===== src/rtl/rr_mux_pkg.sv =====
// rr_mux_pkg: shared constants, stage state type and select-width helper for rr_mux_arbiter
package rr_mux_pkg;
   localparam logic MODE_MANUAL = 1'b0;
   localparam logic MODE_RR     = 1'b1;
   typedef enum logic {ST_EMPTY = 1'b0, ST_FULL = 1'b1} state_t;
   function automatic int sel_width(input int n);
      return (n < 2) ? 1 : $clog2(n);
   endfunction
endpackage


===== src/rtl/rr_mux_arbiter_rr_arbiter.sv =====
// rr_arbiter: combinational rotate-priority search starting just above ptr
module rr_arbiter
   import rr_mux_pkg::*;
#(
   parameter  int NCH  = 4,
   localparam int SELW = sel_width(NCH)
) (
   input  logic [NCH-1:0]  req,
   input  logic [SELW-1:0] ptr,
   output logic            gnt_valid,
   output logic [SELW-1:0] gnt_idx
);
   logic [SELW-1:0] idx;
   // scan farthest-first so the closest requester after ptr wins
   always_comb begin
      gnt_valid = 1'b0;
      gnt_idx   = '0;
      idx       = '0;
      for (int k = NCH; k >= 1; k--) begin
         idx = SELW'((int'(ptr) + k) % NCH);
         if (req[idx]) begin
            gnt_valid = 1'b1;
            gnt_idx   = idx;
         end
      end
   end
endmodule


===== src/rtl/rr_mux_arbiter.sv =====
// rr_mux_arbiter: manual/round-robin N-channel mux into one registered valid/ready stage
module rr_mux_arbiter
   import rr_mux_pkg::*;
#(
   parameter  int WIDTH = 8,
   parameter  int NCH   = 4,
   localparam int SELW  = sel_width(NCH)
) (
   input  logic                 clk,
   input  logic                 rst_n,
   input  logic                 mode,
   input  logic [SELW-1:0]      sel,
   input  logic [NCH*WIDTH-1:0] in_data,
   input  logic [NCH-1:0]       in_valid,
   output logic [NCH-1:0]       in_ready,
   output logic [WIDTH-1:0]     out_data,
   output logic [SELW-1:0]      out_chan,
   output logic                 out_valid,
   input  logic                 out_ready
);
   state_t            state_q, state_d;
   logic [WIDTH-1:0]  data_q, data_d;
   logic [SELW-1:0]   chan_q, chan_d;
   logic [SELW-1:0]   ptr_q, ptr_d;
   logic              rr_valid, man_valid, gnt_valid, load_en, xfer;
   logic [SELW-1:0]   rr_idx, gnt_idx;

   rr_arbiter #(.NCH(NCH)) u_arb (
      .req       (in_valid),
      .ptr       (ptr_q),
      .gnt_valid (rr_valid),
      .gnt_idx   (rr_idx)
   );

   always_comb begin
      man_valid = (int'(sel) < NCH) && in_valid[sel];
      gnt_valid = (mode == MODE_RR) ? rr_valid : man_valid;
      gnt_idx   = (mode == MODE_RR) ? rr_idx : sel;
   end

   always_ff @(posedge clk) begin
      if (!rst_n) state_q <= ST_EMPTY;
      else        state_q <= state_d;
   end

   always_comb begin
      state_d = xfer ? ST_FULL : (out_ready ? ST_EMPTY : state_q);
   end

   always_comb begin
      load_en  = (state_q == ST_EMPTY) || out_ready;
      xfer     = rst_n && load_en && gnt_valid;
      in_ready = xfer ? (NCH'(1) << gnt_idx) : '0;
   end

   always_comb begin
      data_d = xfer ? in_data[gnt_idx*WIDTH +: WIDTH] : data_q;
      chan_d = xfer ? gnt_idx : chan_q;
      ptr_d  = (xfer && mode == MODE_RR) ? gnt_idx : ptr_q;
   end

   always_ff @(posedge clk) begin
      if (!rst_n) begin
         data_q <= '0;
         chan_q <= '0;
         ptr_q  <= SELW'(NCH - 1);
      end else begin
         data_q <= data_d;
         chan_q <= chan_d;
         ptr_q  <= ptr_d;
      end
   end

   assign out_data  = data_q;
   assign out_chan  = chan_q;
   assign out_valid = (state_q == ST_FULL);
endmodule


===== config.mk =====
export PLATFORM = sky130hd
export DESIGN_NAME = rr_mux_arbiter
export DESIGN_NICKNAME = d
export VERILOG_FILES = /design/src/rtl/rr_mux_pkg.sv /design/src/rtl/rr_mux_arbiter_rr_arbiter.sv /design/src/rtl/rr_mux_arbiter.sv
export SDC_FILE = /design/constraint.sdc
export NUM_CORES = 1
export LEC_CHECK = 0
export CAP_MARGIN = 40
export CORE_MARGIN = 2
export CORE_UTILIZATION = 30
export CTS_BUF_LIST = sky130_fd_sc_hd__clkbuf_16
export DETAILED_ROUTE_END_ITERATION = 16
export HOLD_SLACK_MARGIN = 0.08
export PLACE_DENSITY_LB_ADDON = 0.08
export SLEW_MARGIN = 20
export SYNTH_ARGS = -nofsm -noshare
export SYNTH_HDL_FRONTEND = slang
export SYNTH_SLANG_ARGS = --single-unit

===== constraint.sdc =====
create_clock -name clk -period 3.8 [get_ports clk]
set_clock_uncertainty 0.15 [all_clocks]
set_input_delay 0.76 -clock clk [delete_from_list [all_inputs] [get_ports clk]]
set_output_delay 0.76 -clock clk [all_outputs]
set_load 0.05 [all_outputs]

# Word level (Yosys, flattened, before mapping)
# Cells that the tools add are included.
# W data, S select, Z words.
[word_totals] regBits=13 input_bits=42 output_inout_bits=15 elab_cells=44
[op_classes] add_sub_neg=4 n_lt_le_gt_ge=5 shift=2 n_mux=23 n_bitwise=1 reduce_logical=5
[ops] op="$shiftx A32 B6 Y8" n=1
[ops] op="$lt A2 B3 Y1 const B" n=5
[ops] op="$mux W1" n=12
[ops] op="$bmux W1 S2" n=5
[ops] op="$mux W2" n=5
[ops] op="$add A2 B1 Y2 const B" n=2
[ops] op="$add A2 B2 Y2 const B" n=2
[ops] op="$mux W4" n=1
[ops] op="$shl A1 B2 Y4 const A" n=1
[ops] op="$logic_and A1 B1 Y1" n=3
[ops] op="$reduce_bool A2 Y1" n=1
[ops] op="$logic_or A1 B1 Y1" n=1
[ops] op="$not A1 Y1" n=1

# Logic depth before layout (Yosys ltp)
# Gate-level depths: netlist (run 1).
[depth] depth_word=10 depth_mapped=7 ltp_nobuf=5

# By module
# Synthesis (run 1) repeated with hierarchy kept, for this count alone.
[unflattened] hier_cells=91 hier_area_um2=917.1
[modules_own_cells] module="rr_mux_arbiter" n_inst=1 cells_per_inst=77 area_per_inst_um2=825.8 seq_area_each_um2=260.2
[modules_own_cells] module="rr_arbiter" n_inst=1 cells_per_inst=14 area_per_inst_um2=91.3 seq_area_each_um2=0.0

# Worst setup path before layout (run 1)
# OpenSTA, ideal clock, no wires.
[synth_path] path_type="input-to-output" from="input port in_valid[3]" to="output port in_ready[2]" t_arrival_ps=2492 required_time_ps=2890 setup_slack_ps=398 path_stages=6 n_path_buf=2 cell_sequence="buf_4 inv_2 o221a_1 o32ai_2 buf_4 nor2b_1"
[synth_between] elab_chain_len=9 elab_cells_between_ends=23 cone_classes="shift (1); mux (21); reduce/logical (1)"
[synth_lines] element="from (decl)" line="rr_mux_arbiter.sv:14" source="input logic [NCH-1:0] in_valid,"
[synth_lines] element="$bmux W1 S2" line="rr_mux_arbiter_rr_arbiter.sv:21" source="if (req[idx]) begin"
[synth_lines] element="$mux W1 (not written as such)" line="rr_mux_arbiter_rr_arbiter.sv:21"
[synth_lines] element="$mux W2 or $mux W1 (tied branches) (4 in series)" line="rr_mux_arbiter_rr_arbiter.sv:21"
[synth_lines] element="$mux W2 or $mux W1 (tied branches)" line="rr_mux_arbiter.sv:38, rr_mux_arbiter.sv:37"
[synth_lines] element="$shl A1 B2 Y4 or $logic_and A1 B1 Y1 (tied branches)" line="rr_mux_arbiter.sv:53, rr_mux_arbiter.sv:52"
[synth_lines] element="$mux W4 (*)" line="rr_mux_arbiter.sv:53" source="in_ready = xfer ? (NCH'(1) << gnt_idx) : '0;"
[synth_lines] element="to (decl)" line="rr_mux_arbiter.sv:15" source="output logic [NCH-1:0] in_ready,"
# Every way passes the cells marked *; elsewhere a longest branch is shown, timed or not. The select of a mux whose other input is x is not followed.

# Worst setup path in the final report (run 1)
[layout_path] from="input port in_valid[3]" to="output port in_ready[3]"
# Same word-level chain as after synthesis.

==> results of run 1 <==
-- how the worst min path moves through the flow --
stage          cells after the start                        to                startpoint
4_1_cts                            2  out_chan[0]$_SDFFE_PN0P_  out_chan[0]$_SDFFE_PN0P_
3_3_place_gp                       2  out_chan[0]$_SDFFE_PN0P_  out_chan[0]$_SDFFE_PN0P_
5_1_grt                            2  out_chan[0]$_SDFFE_PN0P_  out_chan[0]$_SDFFE_PN0P_
6_report                           2  out_chan[0]$_SDFFE_PN0P_  out_chan[0]$_SDFFE_PN0P_
3_5_place_dp                       2  out_chan[0]$_SDFFE_PN0P_  out_chan[0]$_SDFFE_PN0P_
2_1_floorplan                      3     ptr_q[0]$_SDFFE_PN1P_     ptr_q[0]$_SDFFE_PN1P_
-- routing by layer --
metal | wire length (microns) | track usage [%] | vias up
met1 | 1260 | 19.9 | 506
met4 | 8 | 4.26 | 0
met2 | 1530 | 28.9 | 42
met3 | 199 | 3.52 | 2
met5 | 0 | 0 | -
li1 | - | - | 537
-- cells in the final DEF (no fill, tap or decap), types with 2 or more instances in the layout --
master | netlist | final
sky130_fd_sc_hd__o221ai_2 | 8 | 8
sky130_fd_sc_hd__nor2_1 | 6 | 6
sky130_fd_sc_hd__nor2b_1 | 2 | 2
sky130_fd_sc_hd__clkdlybuf4s50_1 | 0 | 52
sky130_fd_sc_hd__dfxtp_1 | 13 | 13
sky130_fd_sc_hd__mux2i_1 | 18 | 18
sky130_fd_sc_hd__nand2b_1 | 3 | 3
sky130_fd_sc_hd__inv_2 | 2 | 2
sky130_fd_sc_hd__nand3_1 | 10 | 10
sky130_fd_sc_hd__buf_12 | 0 | 3
sky130_fd_sc_hd__buf_4 | 3 | 9
sky130_fd_sc_hd__clkbuf_16 | 0 | 3
sky130_fd_sc_hd__nand2_1 | 4 | 4
sky130_fd_sc_hd__a21oi_1 | 3 | 3
sky130_fd_sc_hd__inv_1 | 3 | 4
sky130_fd_sc_hd__a31oi_1 | 2 | 2
sky130_fd_sc_hd__o21ai_0 | 5 | 5
-- flip-flops by register name, summed over array words and instances, names as in the netlist --
signal and cells:
out_chan 2, out_data 8, out_valid 1, ptr_q 2
-- power breakdown --
| group | leakage, nW | total (mW) | internal, mW | switching, mW |
|---|---|---|---|---|
| combinational | 0.512 | 0.262 | 0.121 | 0.141 |
| clock | 0.0423 | 0.198 | 0.139 | 0.0587 |
| sequential | 0.108 | 0.167 | 0.155 | 0.0124 |
| total | 0.662 | 0.627 | 0.415 | 0.212 |
-- area by class of cell --
type                            count  area (sq um)  share of cell area, %
Clock buffer                        3          75.1                   4.33
Clock inverter                      1          3.75                  0.216
Tap cell                           44          55.1                   3.17
Multi-Input combinational cell     82           674                   38.9
Timing Repair Buffer               64           648                   37.3
Inverter                            5          18.8                   1.08
Sequential cell                    13           260                   15.0
-- cells by family after synthesis --
family	after synthesis	synth area share (%)
simple gates	33	18.5
flops	13	26.0
mux	18	18.0
buf+inv	13	7.63
compound gates	31	29.8
-- worst max-delay path, delay by kind of cell --
family / cells / cell delay (ns)
simple gates: 5 / 1.07
buf+inv: 2 / 0.82
-- per-stage QoR --
| stage | std cells | utilization [%] | total power [mW] | area (sq um) |
|---|---|---|---|---|
| after floorplan | 108 | - | 0.323 | 1000 |
| after global placement | 208 | 53.4 | 0.430 | 1660 |
| after detailed placement | 208 | 53.4 | 0.432 | 1660 |
| after CTS | 212 | 55.9 | 0.634 | 1740 |
| after global routing | 212 | 55.9 | 0.657 | 1740 |
| final | 212 | 55.9 | 0.627 | 1740 |
==> PnR_summary.wiki, run 1 <==
{| class="wikitable"
! Metric !! Value
|-
| Top post-synthesis cells by area || sky130_fd_sc_hd__dfxtp_1 (26%), sky130_fd_sc_hd__mux2i_1 (18%), sky130_fd_sc_hd__o221ai_2 (12%)
|-
| First-pass iteration count of the detailed router || 4
|-
| Largest buffer count on any clock path || 2
|-
| DR DRC count || 0
|-
| Hold WC Path Type || reg -> reg
|-
| Number of top-level pins || 57
|-
| Final HPWL from detailed placement || between 2000 and 2500 microns
|-
| First-pass GRT wire length || about 4600 microns
|-
| Least-Margin Pin Slew || around 0.51 ns
|-
| Total of flip-flops plus latches after synthesis || 13
|-
| Worst slack at placement || approximately 0.25 ns
|-
| Vias after detailed routing || approximately 1100
|-
| Sum Neg Setup Slack || 0 ns
|-
| Unrepaired setup endpoints after global routing || no
|-
| Setup violators final || 0
|-
| Post-DR wirelength/cell || approximately 14 microns
|-
| Largest area contributor in the netlist || sky130_fd_sc_hd__dfxtp_1
|-
| Asr flop ratio synth || 0%
|-
| Layout overhead on the synthesized area || 73.6%
|-
| PwrDens || 361 nW/um^2
|-
| Static leakage power || between 0.6 and 0.7 nW
|-
| Share of the yosys chip area belonging to registers || a little over a quarter
|-
| Fraction of final layout cells with drive strength greater than 1 || around 18%
|-
| Overall die area || 3810 sq um
|-
| Last weighted congestion value of the routability-driven placer || 0.877
|-
| Hold Violations, Final || 0
|-
| Rows || 20
|-
| Die outline width || ~60 microns
|-
| Crit. Startpoint || in_valid[3]
|-
| Worst-path cell chain || clkdlybuf4s50_1 -> nor2_1 -> nand4_1 -> nand4_2 -> or3_1 -> nor2b_1 -> buf_12
|-
| Fill cells || 300
|-
| Worst Setup End Kind || output port
|-
| Endpoint of the worst setup timing path || in_ready[3]
|-
| Critical path required time || 2.89 ns
|-
| Number of post-CTS setup repair buffers || 0
|-
| Post-synthesis cell area || 1000 sq um
|-
| Worst reg2reg path depth || 6
|-
| Worst hold slack after final layout || approximately 0.33 ns
|-
| Count of pins over their slew limit || 0
|-
| Number of library cell types mapped by synthesis || 38
|-
| Largest stage delay, worst path || between 0.6 and 0.7 ns
|-
| Mapped Nets || 150
|-
| Starting DRC count in detailed routing || 31
|-
| Syn. warnings || 0
|-
| Detailed-route vias per instance || 5.13
|-
| Kind of start point of the critical path || input pin
|-
| Leftover overflow at the end of global routing || 0
|-
| Port buffer count || 56
|-
| Post-Route WL || about 3000 microns
|-
| Die Y || between 60 and 70 microns
|-
| Max capacitance violation total || 0
|-
| Post-cts gate resize count || 0
|-
| Most used flip-flop cell after synthesis || sky130_fd_sc_hd__dfxtp_1
|-
| Number of nets in the layout || approximately 210
|-
| Number of enable-type register cells in the synthesized netlist || 0
|-
| Pin count of the biggest net entering global routing || 15
|-
| Number of levels the H-tree was split into || 1
|-
| Final critical delay including setup and external delays || between 3 and 4 ns
|-
| Ant. Diodes || 0
|-
| Post-route fraction of the period consumed by the critical path || about 93%
|-
| Clock transition at the register clock pins on the worst setup and hold paths after CTS || around 0.050 ns
|-
| Tightest slew margin relative to the limit || approximately two thirds
|-
| Critical R2R Capture || out_data[5]$_SDFFE_PN0P_
|-
| Synth Instances || ~110
|-
| Initial antenna violation count || 0
|-
| Most used standard cells in the synthesized netlist || sky130_fd_sc_hd__mux2i_1 (18), sky130_fd_sc_hd__dfxtp_1 (13), sky130_fd_sc_hd__nand3_1 (10)
|-
| Initial Util || 32.2%
|-
| CTS Hold Buffers Added || 0
|-
| Vias in the first global route || just over 1000
|-
| Setup slack of the most critical reg-to-reg path || approximately 1.6 ns
|-
| Largest fanout on the critical path || 9
|-
| Share of Yosys cell area claimed by the top area cell type || approximately a quarter
|-
| Clock latency on the worst-skew pair || around 0.24 ns
|-
| Core area || approximately 3100 sq um
|-
| Maximum clock frequency || around 280 MHz
|-
| Clock Sinks || 13
|-
| Final ANT Viol Nets || 0
|-
| Clock tree from TritonCTS || yes
|-
| Arr. time, crit path || roughly 2.6 ns
|-
| Startpoint-to-endpoint class of the critical path || in -> out
|-
| Maximum resistive drop on vdd || 223 uV
|-
| Total clock buffers created by CTS || 3
|-
| Crit-path slowest cell || sky130_fd_sc_hd__clkdlybuf4s50_1
|-
| Global-route total usage across every layer || between 10% and 20%
|-
| Average size of a mapped cell || just over 9 sq um
|-
| Buffer type at the clock tree root || sky130_fd_sc_hd__clkbuf_16
|-
| Worst setup margin || ~0.26 ns
|-
| Startpoint of the most critical register-to-register path || ptr_q[0]$_SDFFE_PN1P_
|-
| Status || complete, no violations
|-
| Most instantiated library cell after synthesis || sky130_fd_sc_hd__mux2i_1
|}
Power figures use the tool's default switching activity.
==> run 2: changes to the inputs <==
Settings changed: CORE_UTILIZATION 30 to 34, DONT_BUFFER_PORTS set to 1.
==> run 2 against run 1 <==
Net effect: non-clock buffer count decreased by 58; clock power about the same; sequential power increased by 35%; clock-buffer cell count unchanged; utilization decreased by 16 points; first-iteration DRC count increased by 6.5%; sequential share of layout area increased by 8.3 points; critical path type is now reg -> out; highest routed layer unchanged.
==> PnR_summary.wiki, run 2 (synthesis gave the netlist of run 1 again) <==
{| class="wikitable"
! Metric !! Value
|-
| Status || complete, no violations
|-
| Final HPWL from detailed placement || 1770 microns (-23%)
|-
| Die outline width || 58.2 microns (-5.7%)
|-
| CTS Hold Buffers Added || 0 (unchanged)
|-
| Clock network power share || 36.8% (+5.3 points)
|-
| Switching power summed over all nets || 186 uW (-12%)
|-
| Total clock buffers created by CTS || 3 (unchanged)
|-
| Combinational power share || 20.4% (-21 points)
|-
| Number of post-CTS setup repair buffers || 0 (unchanged)
|-
| Rows || 19 (-5.0%)
|-
| Fill cells || 281 (-6.3%)
|-
| Vias in the first global route || 832 (-19%)
|-
| Detailed-route vias per instance || 6.06 (+18%)
|-
| Startpoint-to-endpoint class of the critical path || reg -> out
|-
| Leftover overflow at the end of global routing || 0 (unchanged)
|-
| Unrepaired setup endpoints after global routing || no
|-
| Port buffer count || 0 (-100%)
|-
| Die Y || 58.2 microns (-5.7%)
|-
| Last weighted congestion value of the routability-driven placer || 0.772 (-12%)
|-
| Largest register FFs || 8 (unchanged)
|-
| Cell area after placement || 1040 sq um (-37%)
|-
| Least-Margin Pin Slew || 0.602 ns (+0.0883 ns)
|-
| Largest buffer count on any clock path || 2 (unchanged)
|-
| Post-Route WL || 2350 microns (-22%)
|-
| Post-cts gate resize count || 0 (unchanged)
|-
| Final ANT Viol Nets || 0 (unchanged)
|-
| First-pass GRT wire length || 3820 microns (-16%)
|-
| Initial Util || 35.9% (+3.7 points)
|-
| Core area || 2780 sq um (-10%)
|-
| Tightest slew margin relative to the limit || 59.9% (-5.8 points)
|-
| Critical path required time || 2.89 ns (about the same)
|-
| Number of top-level pins || 57 (unchanged)
|-
| Setup violators final || 0 (unchanged)
|-
| Clock Sinks || 13 (unchanged)
|-
| Leading cell types in the layout, fill and taps excluded || sky130_fd_sc_hd__mux2i_1 (18), sky130_fd_sc_hd__dfxtp_1 (13), sky130_fd_sc_hd__nand3_1 (10), sky130_fd_sc_hd__o221ai_2 (8)
|-
| Global-route total usage across every layer || 14.5% (-1.8 points)
|-
| Largest stage delay, worst path || 0.63 ns (-0.02 ns)
|-
| Fraction of final layout cells with drive strength greater than 1 || 21.8% (+4.0 points)
|-
| Number of nets in the layout || 153 (-27%)
|-
| Clock tree from TritonCTS || yes
|-
| Final cell area excluding filler cells || 1120 sq um (-36%)
|-
| Kind of start point of the critical path || flop
|-
| DR DRC count || 0 (unchanged)
|-
| Buffer type at the clock tree root || sky130_fd_sc_hd__clkbuf_16
|-
| Pin count of the biggest net entering global routing || 15 (unchanged)
|-
| Hold WC Path Type || in -> reg
|-
| Initial antenna violation count || 0 (unchanged)
|-
| PwrDens || 474 nW/um^2 (+31%)
|-
| Final critical delay including setup and external delays || 3.13 ns (-0.416 ns)
|-
| Clock transition at the register clock pins on the worst setup and hold paths after CTS || 0.05 ns (about the same)
|-
| Hold Violations, Final || 0 (unchanged)
|-
| Worst-path cell chain || nand2b_1 -> o2bb2ai_1 -> a21oi_1 -> or3_1 -> nor2_1 -> buf_4
|-
| Commonest non-fill, non-tap cell in the layout || sky130_fd_sc_hd__mux2i_1
|-
| Largest fanout on the critical path || 12 (+3)
|-
| Ant. Diodes || 0 (unchanged)
|-
| Maximum clock frequency || 320 MHz (+13%)
|-
| Number of levels the H-tree was split into || 1 (unchanged)
|-
| First-pass iteration count of the detailed router || 4 (unchanged)
|-
| Total chip power || 529 uW (-16%)
|-
| Clock latency on the worst-skew pair || 0.24 ns (about the same)
|-
| Static leakage power || 0.425 nW (-36%)
|-
| Maximum resistive drop on vdd || 374 uV (+68%)
|-
| Internal Power || 343 uW (-17%)
|-
| Sw frac || 35.2% (+1.4 points)
|-
| Sequential share of power || 42.8% (+16 points)
|-
| Sum Neg Setup Slack || 0 ns (unchanged)
|-
| Layout overhead on the synthesized area || 11.6%
|-
| Worst path bufs/invs || 1 (-1)
|-
| Arr. time, crit path || 2.22 ns (-0.41 ns)
|-
| Worst Setup End Kind || output port
|-
| Vias after detailed routing || 854 (-21%)
|-
| Post-DR wirelength/cell || 16.7 microns (+18%)
|-
| Starting DRC count in detailed routing || 33 (+6.5%)
|-
| Post-route fraction of the period consumed by the critical path || 82.3% (-11 points)
|-
| Largest delay share family, worst path || simple AND/OR/NAND/NOR gates
|-
| Max capacitance violation total || 0 (unchanged)
|-
| Count of pins over their slew limit || 0 (unchanged)
|-
| Crit-path slowest cell || sky130_fd_sc_hd__or3_1
|-
| Overall die area || 3390 sq um (-11%)
|}
-- run 2: cell count changes in the layout (fill, tap and decap cells not counted), sizes merged --
cell           delta
buf               -6
clkdlybuf4s50    -52
-- run 2: final cells by class --
| cell class | instances | area [sq um] | share of cell area (%) |
|---|---|---|---|
| Clock buffer | 3 | 75.1 | 6.73 |
| Clock inverter | 1 | 3.75 | 0.336 |
| Inverter | 5 | 18.8 | 1.68 |
| Multi-Input combinational cell | 82 | 674 | 60.4 |
| Sequential cell | 13 | 260 | 23.3 |
| Tap cell | 31 | 38.8 | 3.48 |
| Timing Repair Buffer | 6 | 45.0 | 4.04 |
-- run 2: path summary, 6_finish.rpt --
check,start,endpoint,slack [ns],cells after the start
worst max-delay path,ptr_q[1]$_SDFFE_PN1P_,in_ready[1],0.67,6
worst max register to register,ptr_q[0]$_SDFFE_PN1P_,out_data[0]$_SDFFE_PN0P_,1.40,6
worst min-delay path,rst_n,ptr_q[0]$_SDFFE_PN1P_,0.45,1
worst min register to register,out_chan[0]$_SDFFE_PN0P_,out_chan[0]$_SDFFE_PN0P_,0.56,2
-- run 2: through the flow --
step | instances | worst slack (ns) | hold WS, ns | util [%]
after global routing | 141 | 0.504 | 0.445 | 40.1
after detailed placement | 137 | 0.697 | 0.555 | 37.3
final | 141 | 0.672 | 0.454 | 40.1
after global placement | 137 | 0.700 | 0.549 | 37.3
after floorplan | 108 | 0.398 | 0.470 | -
after CTS | 141 | 0.650 | 0.446 | 40.1
-- run 2: per-layer routing --
layer | vias up | global-route usage, % | routed length, microns | share of wire (%)
li1 | 419 | - | - | -
met1 | 390 | 18.0 | 999 | 43
met2 | 43 | 24.5 | 1140 | 49
met3 | 2 | 5.36 | 197 | 8.4
met4 | 0 | 1.99 | 12 | 0.51
met5 | - | 0 | 0 | 0
-- run 2: power by group through the flow --
stage / logic, mW / clock network (mW) / registers (mW)
floorplan: 0.101 / 0 / 0.222
global placement: 0.109 / 0 / 0.229
detailed placement: 0.110 / 0 / 0.229
finish: 0.108 / 0.195 / 0.226
global route: 0.121 / 0.209 / 0.229
CTS: 0.110 / 0.200 / 0.227
